### src/rtl/dp_min_select_pkg.sv
// Shared types and constants for the dynamic-programming minimum selector.
package dp_min_select_pkg;

  typedef enum logic [1:0] {
    ST_IDLE  = 2'd0,
    ST_ACCUM = 2'd1,
    ST_DRAIN = 2'd2,
    ST_WRITE = 2'd3
  } state_t;

  localparam int DEF_BIT_WIDTH = 32;
  localparam int DEF_I         = 160;

  // Saturation bounds for the default cost width.
  localparam logic signed [DEF_BIT_WIDTH-1:0] DEF_SAT_MAX = 32'sh7FFF_FFFF;
  localparam logic signed [DEF_BIT_WIDTH-1:0] DEF_SAT_MIN = 32'sh8000_0000;

endpackage

### src/rtl/dp_min_select_if.sv
// Row-control, Emin stream, cost-memory and result-write signals of dp_min_select.
interface dp_min_select_if
  import dp_min_select_pkg::*;
#(
  parameter int BIT_WIDTH = DEF_BIT_WIDTH,
  parameter int I         = DEF_I
) ();
  localparam int IW = $clog2(I);

  logic                        start_in;
  logic [IW-1:0]               i_in;
  logic                        emin_valid_in;
  logic [IW-1:0]               j_in;
  logic signed [BIT_WIDTH-1:0] emin_in;
  logic [IW-1:0]               cost_req_out;
  logic signed [BIT_WIDTH-1:0] cost_resp_in;
  logic                        wr_en_out;
  logic [IW-1:0]               wr_addr_out;
  logic signed [BIT_WIDTH-1:0] cost_wr_out;
  logic [IW-1:0]               ptr_wr_out;
  logic                        busy_out;

  modport master (
    output start_in, i_in, emin_valid_in, j_in, emin_in, cost_resp_in,
    input  cost_req_out, wr_en_out, wr_addr_out, cost_wr_out, ptr_wr_out, busy_out
  );

  modport slave (
    input  start_in, i_in, emin_valid_in, j_in, emin_in, cost_resp_in,
    output cost_req_out, wr_en_out, wr_addr_out, cost_wr_out, ptr_wr_out, busy_out
  );
endinterface

### src/rtl/dp_min_select_sat_add.sv
// Combinational signed 3-input adder with two guard bits, clamped to the W-bit range.
module sat_add #(
  parameter int W = 32
) (
  input  logic signed [W-1:0] a,
  input  logic signed [W-1:0] b,
  input  logic signed [W-1:0] c,
  output logic signed [W-1:0] y
);
  localparam logic signed [W+1:0] MAX_EXT = {3'b000, {(W-1){1'b1}}};
  localparam logic signed [W+1:0] MIN_EXT = {3'b111, {(W-1){1'b0}}};

  logic signed [W+1:0] sum_s;

  // Wide sum followed by clamp to the representable range.
  always_comb begin
    sum_s = W'(0) + {{2{a[W-1]}}, a} + {{2{b[W-1]}}, b} + {{2{c[W-1]}}, c};
    if (sum_s > MAX_EXT) begin
      y = MAX_EXT[W-1:0];
    end else if (sum_s < MIN_EXT) begin
      y = MIN_EXT[W-1:0];
    end else begin
      y = sum_s[W-1:0];
    end
  end
endmodule

### src/rtl/dp_min_select.sv
// One DP row: F(i) = min over received j of F(j-1) + Emin(j,i) + SEG_PENALTY, with argmin backpointer.
module dp_min_select
  import dp_min_select_pkg::*;
#(
  parameter int BIT_WIDTH = DEF_BIT_WIDTH,
  parameter int I         = DEF_I,
  parameter logic signed [BIT_WIDTH-1:0] SEG_PENALTY = '0
) (
  input logic             clk_in,
  input logic             rst_in,
  dp_min_select_if.slave  bus
);
  localparam int IW = $clog2(I);
  localparam logic [IW-1:0]               ONE_IDX  = {{(IW-1){1'b0}}, 1'b1};
  localparam logic signed [BIT_WIDTH-1:0] MAX_COST = {1'b0, {(BIT_WIDTH-1){1'b1}}};

  state_t                      state_r, state_s;
  logic                        accept_s;
  logic [IW-1:0]               i_r;
  logic                        v1_r, v2_r, v3_r;
  logic [IW-1:0]               j1_r, j2_r, j3_r;
  logic signed [BIT_WIDTH-1:0] e1_r, e2_r, sum3_r;
  logic signed [BIT_WIDTH-1:0] prev_cost_s, cand_s;
  logic signed [BIT_WIDTH-1:0] best_r;
  logic [IW-1:0]               best_j_r;
  logic                        wr_en_r, busy_r;
  logic [IW-1:0]               wr_addr_r, ptr_wr_r;
  logic signed [BIT_WIDTH-1:0] cost_wr_r;

  assign bus.cost_req_out = bus.j_in - ONE_IDX;
  assign bus.wr_en_out    = wr_en_r;
  assign bus.busy_out     = busy_r;
  assign bus.wr_addr_out  = wr_addr_r;
  assign bus.cost_wr_out  = cost_wr_r;
  assign bus.ptr_wr_out   = ptr_wr_r;

  // The j=0 segment starts at the origin, so its memory response is never used.
  assign prev_cost_s = (j2_r == '0) ? '0 : bus.cost_resp_in;

  sat_add #(.W(BIT_WIDTH)) u_sat_add (
    .a (prev_cost_s),
    .b (e2_r),
    .c (SEG_PENALTY),
    .y (cand_s)
  );

  // FSM state register.
  always_ff @(posedge clk_in) begin
    if (rst_in) begin
      state_r <= ST_IDLE;
    end else begin
      state_r <= state_s;
    end
  end

  // Next-state and sample acceptance.
  always_comb begin
    state_s  = state_r;
    accept_s = 1'b0;
    case (state_r)
      ST_IDLE: begin
        if (bus.start_in) state_s = ST_ACCUM;
        else              state_s = ST_IDLE;
      end
      ST_ACCUM: begin
        accept_s = bus.emin_valid_in && (bus.j_in <= i_r);
        if (accept_s && (bus.j_in == i_r)) state_s = ST_DRAIN;
        else                               state_s = ST_ACCUM;
      end
      ST_DRAIN: begin
        if (!(v1_r || v2_r || v3_r)) state_s = ST_WRITE;
        else                         state_s = ST_DRAIN;
      end
      ST_WRITE: state_s = ST_IDLE;
      default:  state_s = ST_IDLE;
    endcase
  end

  // Capture -> delay -> sum -> compare pipeline and running minimum.
  always_ff @(posedge clk_in) begin
    if (rst_in) begin
      i_r      <= '0;
      v1_r     <= 1'b0;
      v2_r     <= 1'b0;
      v3_r     <= 1'b0;
      j1_r     <= '0;
      j2_r     <= '0;
      j3_r     <= '0;
      e1_r     <= '0;
      e2_r     <= '0;
      sum3_r   <= '0;
      best_r   <= MAX_COST;
      best_j_r <= '0;
    end else begin
      v1_r   <= accept_s;
      j1_r   <= bus.j_in;
      e1_r   <= bus.emin_in;
      v2_r   <= v1_r;
      j2_r   <= j1_r;
      e2_r   <= e1_r;
      v3_r   <= v2_r;
      j3_r   <= j2_r;
      sum3_r <= cand_s;
      if ((state_r == ST_IDLE) && bus.start_in) begin
        i_r      <= bus.i_in;
        best_r   <= MAX_COST;
        best_j_r <= '0;
      end else if (v3_r && (sum3_r < best_r)) begin
        best_r   <= sum3_r;
        best_j_r <= j3_r;
      end
    end
  end

  // Registered result port and busy flag.
  always_ff @(posedge clk_in) begin
    if (rst_in) begin
      wr_en_r   <= 1'b0;
      busy_r    <= 1'b0;
      wr_addr_r <= '0;
      cost_wr_r <= '0;
      ptr_wr_r  <= '0;
    end else begin
      wr_en_r <= (state_s == ST_WRITE);
      busy_r  <= (state_s != ST_IDLE);
      if (state_s == ST_WRITE) begin
        wr_addr_r <= i_r;
        cost_wr_r <= best_r;
        ptr_wr_r  <= best_j_r;
      end
    end
  end
endmodule
### src/flat_wrapper.sv
// flat-port wrapper written by rule: the top's interface ports become plain ports
module dp_min_select_flat import dp_min_select_pkg::*;
#(
  parameter int BIT_WIDTH = DEF_BIT_WIDTH,
  parameter int I         = DEF_I,
  parameter logic signed [BIT_WIDTH-1:0] SEG_PENALTY = '0
)
  (clk_in, rst_in, bus_start_in, bus_i_in, bus_emin_valid_in, bus_j_in, bus_emin_in, bus_cost_resp_in, bus_cost_req_out, bus_wr_en_out, bus_wr_addr_out, bus_cost_wr_out, bus_ptr_wr_out, bus_busy_out);
  dp_min_select_if #(.BIT_WIDTH(BIT_WIDTH), .I(I)) bus_i ();
  input logic clk_in;
  input logic rst_in;
  input wire logic [$bits(bus_i.start_in)-1:0] bus_start_in;
  input wire logic [$bits(bus_i.i_in)-1:0] bus_i_in;
  input wire logic [$bits(bus_i.emin_valid_in)-1:0] bus_emin_valid_in;
  input wire logic [$bits(bus_i.j_in)-1:0] bus_j_in;
  input wire logic [$bits(bus_i.emin_in)-1:0] bus_emin_in;
  input wire logic [$bits(bus_i.cost_resp_in)-1:0] bus_cost_resp_in;
  output wire logic [$bits(bus_i.cost_req_out)-1:0] bus_cost_req_out;
  output wire logic [$bits(bus_i.wr_en_out)-1:0] bus_wr_en_out;
  output wire logic [$bits(bus_i.wr_addr_out)-1:0] bus_wr_addr_out;
  output wire logic [$bits(bus_i.cost_wr_out)-1:0] bus_cost_wr_out;
  output wire logic [$bits(bus_i.ptr_wr_out)-1:0] bus_ptr_wr_out;
  output wire logic [$bits(bus_i.busy_out)-1:0] bus_busy_out;
  assign bus_i.start_in = bus_start_in;
  assign bus_i.i_in = bus_i_in;
  assign bus_i.emin_valid_in = bus_emin_valid_in;
  assign bus_i.j_in = bus_j_in;
  assign bus_i.emin_in = bus_emin_in;
  assign bus_i.cost_resp_in = bus_cost_resp_in;
  assign bus_cost_req_out = bus_i.cost_req_out;
  assign bus_wr_en_out = bus_i.wr_en_out;
  assign bus_wr_addr_out = bus_i.wr_addr_out;
  assign bus_cost_wr_out = bus_i.cost_wr_out;
  assign bus_ptr_wr_out = bus_i.ptr_wr_out;
  assign bus_busy_out = bus_i.busy_out;
  dp_min_select #(.BIT_WIDTH(BIT_WIDTH), .I(I), .SEG_PENALTY(SEG_PENALTY)) u_core (.clk_in(clk_in), .rst_in(rst_in), .bus(bus_i));
endmodule
### config.mk
export PLATFORM = sky130hd
export DESIGN_NAME = dp_min_select_flat
export DESIGN_NICKNAME = d
export VERILOG_FILES = /design/src/rtl/dp_min_select_pkg.sv /design/src/rtl/dp_min_select_if.sv /design/src/rtl/dp_min_select_sat_add.sv /design/src/rtl/dp_min_select.sv /design/src/flat_wrapper.sv
export SDC_FILE = /design/constraint.sdc
export NUM_CORES = 1
export LEC_CHECK = 0
export ABC_CLOCK_PERIOD_IN_PS = 4220
export CAP_MARGIN = 15
export CORE_ASPECT_RATIO = 2
export CORE_MARGIN = 2
export CORE_UTILIZATION = 30
export DETAILED_ROUTE_END_ITERATION = 6
export GPL_ROUTABILITY_DRIVEN = 0
export MAX_ROUTING_LAYER = met4
export PLACE_DENSITY = 0.51
export SLEW_MARGIN = 15
export SYNTH_ARGS = -nofsm -noshare
export SYNTH_HDL_FRONTEND = slang
export SYNTH_SLANG_ARGS = --single-unit
### constraint.sdc
create_clock -name clk_in -period 4.22 [get_ports clk_in]
set_input_delay 0.422 -clock clk_in [delete_from_list [all_inputs] [get_ports clk_in]]
set_output_delay 0.422 -clock clk_in [all_outputs]
set_load 0.005 [all_outputs]
## After elaboration in Yosys (flattened, before gate mapping)

Index checks and enable logic that the tools add are counted.

| word-level totals | value |
|---|---|
| register bits after elaboration | 223 |
| bits of input ports | 84 |
| output and inout port bits | 58 |
| logic and storage cells | 50 |

| cells by class | value |
|---|---|
| add/subtract/negate cells | 2 |
| $lt $le $gt $ge | 4 |
| eq/ne operators | 5 |
| muxes and demuxes | 7 |
| bitwise logic cells | 1 |
| reduce and logical (&&, ||, !) cells | 12 |

Operators by type and width:

| kind | number |
|---|---|
| $mux W32 | 2 |
| $add A32 B32 Y33 | 1 |
| $gt A33 B32 Y1 const B | 1 |
| $lt A33 B32 Y1 const B | 1 |
| $lt A32 B32 Y1 | 1 |
| $mux W31 | 1 |
| $eq A8 B8 Y1 | 1 |
| $le A8 B8 Y1 | 1 |
| $logic_not A8 Y1 | 1 |
| $pmux W2 S4 | 1 |
| $sub A8 B1 Y8 const B | 1 |
| $eq A2 B2 Y1 const B | 3 |
| $reduce_or A2 Y1 | 3 |
| $logic_and A1 B1 Y1 | 4 |
| $eq A2 B1 Y1 const B | 1 |
| $logic_not A2 Y1 | 1 |
| $logic_or A1 B1 Y1 | 2 |
| $mux W1 | 2 |
| $mux W2 | 1 |
| $reduce_bool A2 Y1 | 1 |
| $not A1 Y1 | 1 |

## Depth between registers and ports, before layout

Gate-level depths: netlist of the first run.

| logic depth | value |
|---|---|
| depth after elaboration | 6 |
| gate-level depth with buffers | 16 |
| depth with buffers taken out | 15 |

## By module

A second synthesis of the first run with hierarchy kept.

| second synthesis, totals | value |
|---|---|
| cell total of the unflattened synthesis | 1092 |
| area, all modules | 10892.9 um^2 |

By module, submodules not included:

| module | times used | cells an instance | area each (um^2) | sequential area each (um^2) |
|---|---|---|---|---|
| dp_min_select | 1 | 774 | 8129.0 | 4464.3 |
| sat_add | 1 | 318 | 2763.9 | 0.0 |

## Worst setup path after synthesis of the first run

Ideal clock, no wire load.

| path | value |
|---|---|
| kind | register to register |
| start point | register u_core.j2_r[1] |
| end point | register u_core.sum3_r[26] |
| library setup time | 67 ps |
| data arrival time | 3157 ps |
| required time | 4153 ps |
| path slack | 996 ps |
| cell stages (with the launch flop) | 17 |
| buffers on the path | 3 |
| clock period less this slack | 3224 ps |
| cells stage by stage | dfxtp_1 > nor4_1 > nand2_1 > clkbuf_1 > and2_1 > ha_1 > buf_2 > and4_1 > and3_1 > o2111ai_1 > o311ai_2 > and3_4 > a31oi_4 > a211oi_1 > a211o_1 > buf_4 > o21ai_2 |

| on the way | value |
|---|---|
| word-level cells in the longest chain between the ends | 6 |
| elaborated cells between the ends (all ways) | 7 |
| those cells by class | add/sub (1); order compare (2); mux (3); reduce/logical (1) |

RTL lines:

| item | line | text |
|---|---|---|
| start, declared | dp_min_select.sv:21 | `logic [IW-1:0] j1_r, j2_r, j3_r;` |
| start signal, assigned | dp_min_select.sv:99 | `j2_r <= j1_r;` |
| $logic_not A8 Y1 * | dp_min_select.sv:38 | `assign prev_cost_s = (j2_r == '0) ? '0 : bus.cost_resp_in;` |
| $mux W32 * | dp_min_select.sv:38 |  |
| $add A32 B32 Y33 * | dp_min_select_sat_add.sv:17 | `sum_s = W'(0) + {{2{a[W-1]}}, a} + {{2{b[W-1]}}, b} + {{2{c[W-1]}}, c};` |
| $lt A33 B32 Y1 | dp_min_select_sat_add.sv:20 | `end else if (sum_s < MIN_EXT) begin` |
| $mux W32 | dp_min_select_sat_add.sv:20 |  |
| $mux W31 * | dp_min_select_sat_add.sv:18 | `if (sum_s > MAX_EXT) begin` |
| end signal, assigned | dp_min_select.sv:103 | `sum3_r <= cand_s;` |
| end, declared | dp_min_select.sv:22 | `logic signed [BIT_WIDTH-1:0] e1_r, e2_r, sum3_r;` |

Mark *: on every way between the ends. The rest lies on a longest branch, timed or not.
A chain may end at the register's enable or synchronous reset.

## Worst setup path after layout of the first run

| path | value |
|---|---|
| start point | register u_core.j2_r[1] |
| end point | register u_core.sum3_r[21] |

Same word-level chain as after synthesis.

==> results.md, run 1 <==
- Status: complete, no violations
- Number of synthesized flops with an enable pin: 0
- ANT cells: 0
- Worst-Margin Slew: 0.8267 ns
- Via count: approximately 8,600
- CTS tree: built
- Post-place setup slack: 0.2666 ns
- Sinks on Clock Net: 223
- Fraction of registers with async set/reset: 0%
- Hold WC Path Type: primary input to flop
- CP Launch Type: flop
- Yosys warning count: 0
- Final core utilization: a little under two fifths
- Largest net degree at the start of global routing: 84
- Synthesized flop and latch total: approximately 220
- DR vias/cell: between 4 and 5
- Seq/Total Area, Yosys: a little over two fifths
- Worst Skew: approximately 0.022 ns
- Pwr Density: between 300 and 400 nW/µm²
- Final period util: ~92%
- Die Y: between 200 and 300 µm
- Post-DP HPWL: roughly 20 mm
- Relative slew slack: between 40% and 50%
- Netlist cell types: 58
- CP Cell Sequence: nor4_1 > nand2_1 > buf_4 > and2_1 > ha_1 > inv_1 > fa_1 > nand2b_1 > a21oi_1 > o211ai_1 > and4b_1 > o31ai_4 > a31oi_1 > or3_4 > o21ai_0
- Synth top area share: a little over two fifths
- Crit end category: flop
- Top cell family by delay on the critical path: simple AND/OR/NAND/NOR gates
- Crit Path Max Fanout: 32
- Initial antenna violation count: 0
- Layout Area Growth over Synthesis: 24.43%
- Largest area contributor in the netlist: dfxtp_1
- Avg Cell Area, Syn: between 8 and 9 µm²
- Tot Pwr: 5.092 mW
- Number of global-route vias before repair: between 8,000 and 9,000
- Final Hold Vio Count: 0
- Ports: around 140
- GRT overflow: 0
- DRT Pass-1 Iters: 5
- Maximum vdd ir drop: about 280 µV
- Max Buffers Root-to-Sink: 3
- DRT antenna net count: 0
- Setup ws final: around 0.32 ns
- Layout cells sized above 1: approximately 7.3%
- DRC viols: 0
- Total Nets Final: roughly 1,500
- Buf/Inv on CP: 2
- Synth area leaders: dfxtp_1, ha_1, a21oi_1
- Width of the die: between 100 and 150 µm
- Worst EP required: roughly 4.7 ns
- Floorplan row count: between 90 and 100
- Mapped cell area: 10,570 µm²
- Setup TNS: 0 ns
- Max Freq: between 200 and 300 MHz
- Tmin final: approximately 4 ns
- Crit-path max cell delay: a little over 0.6 ns
- Final WL: about 27 mm
- Synthesized instance count: between 1,000 and 1,500
- Total of max-cap violations: 0
- I/O Buffers: about 140
- Total Routing Usage GR: between 10% and 20%
- Wire per inst: 15.42 µm
- Slowest stage cell on the critical path: or3_4
- Slew Limit Fails: 0
- Initial Util: about 30%
- Post-CTS Setup Bufs: 0
- # hold bufs at CTS: 0
- RSZ-0062 raised after global routing: no
- Detailed Route Iter0 Violations: 327
- Core area: between 30,000 and 40,000 µm²
- Critical Path AT: between 4 and 5 ns
- Top FF cell, synth: dfxtp_1
- Syn_nets: approximately 1,400
- WS Path Type: flop to flop
- Clock transition at path regs: approximately 0.060 ns
- # setup viols final: 0
- Die Footprint: 36,830 µm²
- Worst-Skew Late Latency: about 0.53 ns
- CTS Buf Count: 22
- H-Tree Level Count: 1
- First-pass GRT wire length: ~44 mm
- Clk root buf: clkbuf_16
- Pleak: slightly below 6 nW
==> cell families (layout without fill, tap and decap cells) <==
family / Yosys count / in the layout / synth area share, %
buffers and inverters: 128 / 250 / 5.174
muxes: 10 / 10 / 0.9472
and+or+nand+nor: 387 / 387 / 18.98
DFF: 223 / 223 / 42.24
AOI/OAI and AO/OA: 340 / 340 / 21.12
adders and majority gates: 73 / 73 / 8.714
xor gates and xnor gates: 34 / 34 / 2.818
==> cell usage in the layout, fill, tap and decap left out, types with 11 or more instances in the layout <==
cell and instances:
a21o_1 23, a21oi_1 140, a221o_1 31, and2_1 35, and3_1 34, buf_4 15
clkbuf_16 23, clkdlybuf4s50_1 140, dfxtp_1 223, ha_1 72, inv_1 53, nand2_1 43
nand2b_1 18, nand3_1 11, nand4_1 13, nor2_1 124, nor2b_1 94, o21ai_0 53
o21ai_2 30, xnor2_1 13, xor2_1 21
==> routing by layer <==
metal	vias up	part of all wire (%)	track usage, %
li1	4374	-	-
met1	3998	38	15.54
met2	182	55	28.53
met3	61	3.6	1.842
met4	0	3.9	6.661
met5	-	0	-
==> sequential cells by signal (all words and copies together) (netlist names) <==
register and cells:
u_core.state_r 2, u_core.j3_r 8, u_core.bus.busy_out 1, u_core.v3_r 1, u_core.best_r 32, u_core.best_j_r 8
u_core.v1_r 1, u_core.i_r 8, u_core.j2_r 8, u_core.e1_r 32, u_core.bus.wr_en_out 1, u_core.e2_r 32
u_core.j1_r 8, u_core.bus.wr_addr_out 8, u_core.bus.cost_wr_out 32, u_core.sum3_r 32, u_core.v2_r 1, u_core.bus.ptr_wr_out 8
==> area by class of cell <==
cell class,instances,area (µm²)
clock inverter,11,163.9
inverter,53,198.9
fill,3583,21680
timing repair buffer,157,1562
clock buffer,29,628.1
multi-input combinational,844,5575
sequential,223,4464
tap,445,556.8
==> Yosys cell counts, types with 5 or more instances <==
cell	number
buf_2	8
o21ai_0	54
nor2b_1	94
o221ai_1	10
xor2_1	21
inv_1	53
a21oi_1	140
a221o_1	31
nand4_1	13
xnor2_1	13
a211oi_1	6
nand3_1	11
clkbuf_1	54
o21ai_1	5
nand2b_1	18
a21o_1	23
mux2i_1	10
buf_6	5
dfxtp_1	223
and2_1	35
nand2_1	43
ha_1	72
nor2_1	125
a31oi_1	6
and3_1	34
buf_4	5
o21ai_2	30
o21a_1	7
==> worst reg2reg max path, stage by stage (launching register included) <==
cell      delay [ns]
dfxtp_1         0.33
nor4_1          0.06
nand2_1         0.06
buf_4           0.28
and2_1          0.19
ha_1            0.22
inv_1           0.08
fa_1            0.39
nand2b_1        0.18
a21oi_1         0.23
o211ai_1        0.17
and4b_1         0.28
o31ai_4         0.42
a31oi_1         0.18
or3_4           0.61
o21ai_0         0.15
==> where the power goes <==
group	leakage, nW	internal, mW	switching [mW]	total, mW
Clock	0.385	1.30	0.838	2.13
Combinational	3.55	0.313	0.371	0.684
Sequential	1.83	2.21	0.0663	2.27
==> through the flow <==
stage          instances  hold slack (ns)  instance area (µm²)
4_1_cts             1762           0.2636                13150
3_5_place_dp        1722           0.4204                12360
3_3_place_gp        1721           0.4191                12330
6_report            1762           0.2719                13150
2_1_floorplan       1195           0.4138                10570
5_1_grt             1762           0.2727                13150
==> worst paths after layout <==
path	to	slack, ns	depth (start not counted)	from
worst max register to register	u_core.sum3_r[21]	0.32	15	u_core.j2_r[1]
worst min-delay path	u_core.j1_r[6]	0.27	2	rst_in
worst max-delay path	u_core.sum3_r[21]	0.32	15	u_core.j2_r[1]
worst min register to register	u_core.e2_r[15]	0.43	1	u_core.e1_r[15]
==> timing repair <==
| item | in CTS | in global routing |
|---|---|---|
| hold endpoints to repair | 0 | 0 |
| endpoints found under the setup margin | 0 | 1 |
| gates resized for setup | 0 | 0 |
Note: power is estimated with default switching activity, not from simulation.
==> inputs of run 2 (changes only) <==
==> constraint.sdc (replaced) <==
create_clock -name clk_in -period 4.22 [get_ports clk_in]
set_input_delay 0.844 -clock clk_in [delete_from_list [all_inputs] [get_ports clk_in]]
set_output_delay 0.844 -clock clk_in [all_outputs]
set_load 0.005 [all_outputs]
==> run 2 against run 1 <==
  * First-iteration DRC count decreased by 14%
  * Critical path depth unchanged
  * Cell count increased by 0.34%
  * Routed wire length decreased by 0.37%
  * Core utilization increased by 0.20 points
  * Worst hold slack improved by 0.16 ns
  * Clock power decreased by 2%
  * Die area unchanged
  * Setup slack improved by 0.17 ns
  * Critical endpoint is now u_core.sum3_r[22]
  * Largest cell class unchanged
  * Largest power group unchanged
==> results.md, run 2 (synthesis gave the netlist of run 1 again) <==
- Slowest stage cell on the critical path: a2111oi_1
- I/O Buffers: 141 (unchanged)
- Slew Limit Fails: 0 (unchanged)
- Clk root buf: clkbuf_16
- Largest net degree at the start of global routing: 81 (-3.6%)
- Worst-Margin Slew: 0.8280 ns (+0.001346 ns)
- Die Y: 269.4 µm (unchanged)
- Total of max-cap violations: 0 (unchanged)
- Crit-path max cell delay: 0.41 ns (-0.20 ns)
- DR vias/cell: 4.904 (+0.31%)
- Wire per inst: 15.31 µm (-0.71%)
- Most frequent cells in the layout: dfxtp_1, a21oi_1, clkdlybuf4s50_1
- Final non-filler cell total: 1,768 (+0.34%)
- Pleak: 5.799 nW (+0.58%)
- Final Hold Vio Count: 0 (unchanged)
- ANT cells: 0 (unchanged)
- Ports: 142 (unchanged)
- Most common cell after layout, fill and taps aside: dfxtp_1
- Total Nets Final: 1,468 (+0.69%)
- Initial antenna violation count: 0 (unchanged)
- Fill cells: 3,578 (-0.14%)
- Tmin final: 3.732 ns (-0.1670 ns)
- GRT overflow: 0 (unchanged)
- R2R setup slack: 0.49 ns (+0.17 ns)
- Worst hold stages: 1 (-1)
- DRT Pass-1 Iters: 4 (-1)
- First-pass GRT wire length: 43.93 mm (about the same)
- CTS tree: built
- Clock transition at path regs: 0.06 ns (about the same)
- Number of global-route vias before repair: 8,778 (+1.7%)
- Pwr Density: 382.4 nW/µm² (-1.3%)
- Worst-Skew Late Latency: 0.51 ns (-0.02 ns)
- DRC viols: 0 (unchanged)
- H-Tree Level Count: 1 (unchanged)
- Post-DP HPWL: 20.19 mm (-0.16%)
- WS Path Type: flop to flop
- Initial Util: 30.34% (unchanged)
- Floorplan row count: 97 (unchanged)
- Post-CTS Setup Bufs: 0 (unchanged)
- Max Buffers Root-to-Sink: 3 (unchanged)
- Max Freq: 267.9 MHz (+4.5%)
- Worst Skew: 0.006866 ns (-0.01514 ns)
- Crit Path Max Fanout: 32 (unchanged)
- Storage element area: 4464 µm² (unchanged)
- CTS Buf Count: 23 (+4.5%)
- Worst hold slack: 0.4323 ns (+0.1604 ns)
- R2r worst-path depth: 15 (unchanged)
- Post-CTS Resized: 0 (unchanged)
- Area of the multi-input gates: 5575 µm² (unchanged)
- Final core utilization: 37.95% (+0.20 points)
- Core area: 34,830 µm² (unchanged)
- Status: complete, no violations
- Die Footprint: 36,830 µm² (unchanged)
- Width of the die: 136.7 µm (unchanged)
- Setup TNS: 0 ns (unchanged)
- Final WL: 27.08 mm (-0.37%)
- Maximum vdd ir drop: 245.4 µV (-14%)
- CP Launch Type: flop
- Crit end category: flop
- Via count: 8,671 (+0.65%)
- Worst EP required: 4.67 ns (about the same)
- Hold WC Path Type: flop to flop
- # setup viols final: 0 (unchanged)
- Layout Area Growth over Synthesis: 25.10%
- DRT antenna net count: 0 (unchanged)
- Total Routing Usage GR: 15.21% (-0.071 points)
- Most numerous cell on the critical path: buf_12
- CP Cell Sequence: nor4_1 > nand2_1 > buf_12 > and2_1 > ha_1 > a2111oi_1 > o21ai_1 > o2111ai_1 > o311ai_2 > and3_4 > a31oi_4 > a211oi_1 > a211o_1 > buf_12 > o21ai_2
- Final period util: 88.44% (-4.0 points)
- # placed instances: 1,731 (+0.52%)
- Detailed Route Iter0 Violations: 282 (-14%)
- # hold bufs at CTS: 0 (unchanged)
- Sinks on Clock Net: 223 (unchanged)
- Tot Pwr: 5.055 mW (-0.73%)
- Relative slew slack: 44.80% (-0.090 points)
- Critical Path AT: 4.18 ns (-0.17 ns)
- RSZ-0062 raised after global routing: no
- Layout cells sized above 1: 7.785% (+0.50 points)
## run 2: cell count changes in the layout (fill, tap and decap cells not counted), sizes merged
cell | previous run | this run
clkinvlp | 2 | 1
inv | 53 | 54
buf | 17 | 26
clkinv | 5 | 2
clkbuf | 29 | 30
bufinv | 4 | 3
## run 2: worst paths after layout
kind | end | from
worst max-delay path | u_core.sum3_r[22] | u_core.j2_r[5]
worst min-delay path | u_core.e2_r[23] | u_core.e1_r[23]
worst max register to register | u_core.sum3_r[22] | u_core.j2_r[5]
worst min register to register | u_core.e2_r[23] | u_core.e1_r[23]
## run 2: final cells by class
type	instances	share of cell area [%]
Multi-Input combinational cell	844	42.17
Sequential cell	223	33.77
Timing Repair Buffer	166	12.55
Clock buffer	30	4.855
Tap cell	445	4.212
Inverter	53	1.505
Clock inverter	7	0.9370
## run 2: power by group
part	total (mW)	switching, mW	internal (mW)
clock	2.08	0.832	1.25
combinational	0.698	0.377	0.321
sequential	2.28	0.0666	2.21
total	5.06	1.27	3.78
## run 2: per-layer routing
metal	GRT usage, %	wire length, µm	up-vias
li1	-	-	4384
met1	15.24	10080	4038
met2	28.54	15010	188
met3	1.748	876	61
met4	6.990	1113	0
met5	-	0	-
## run 2: per-stage QoR
step	setup WS, ns	area, µm²
floorplan	0.8171	10570
global placement	0.1939	12450
detailed placement	0.1101	12450
CTS	0.4183	13220
global route	0.1848	13220
finish	0.4879	13220
## run 2: worst max-delay path, delay by kind of cell, from the launching register on
kind	cells	cell delay (ns)
AO/OA/AOI/OAI	8	1.70
AND/OR/NAND/NOR	4	0.89
flip-flops	1	0.31
buffers and inverters	2	0.37
adder cells (fa/ha/maj)	1	0.35
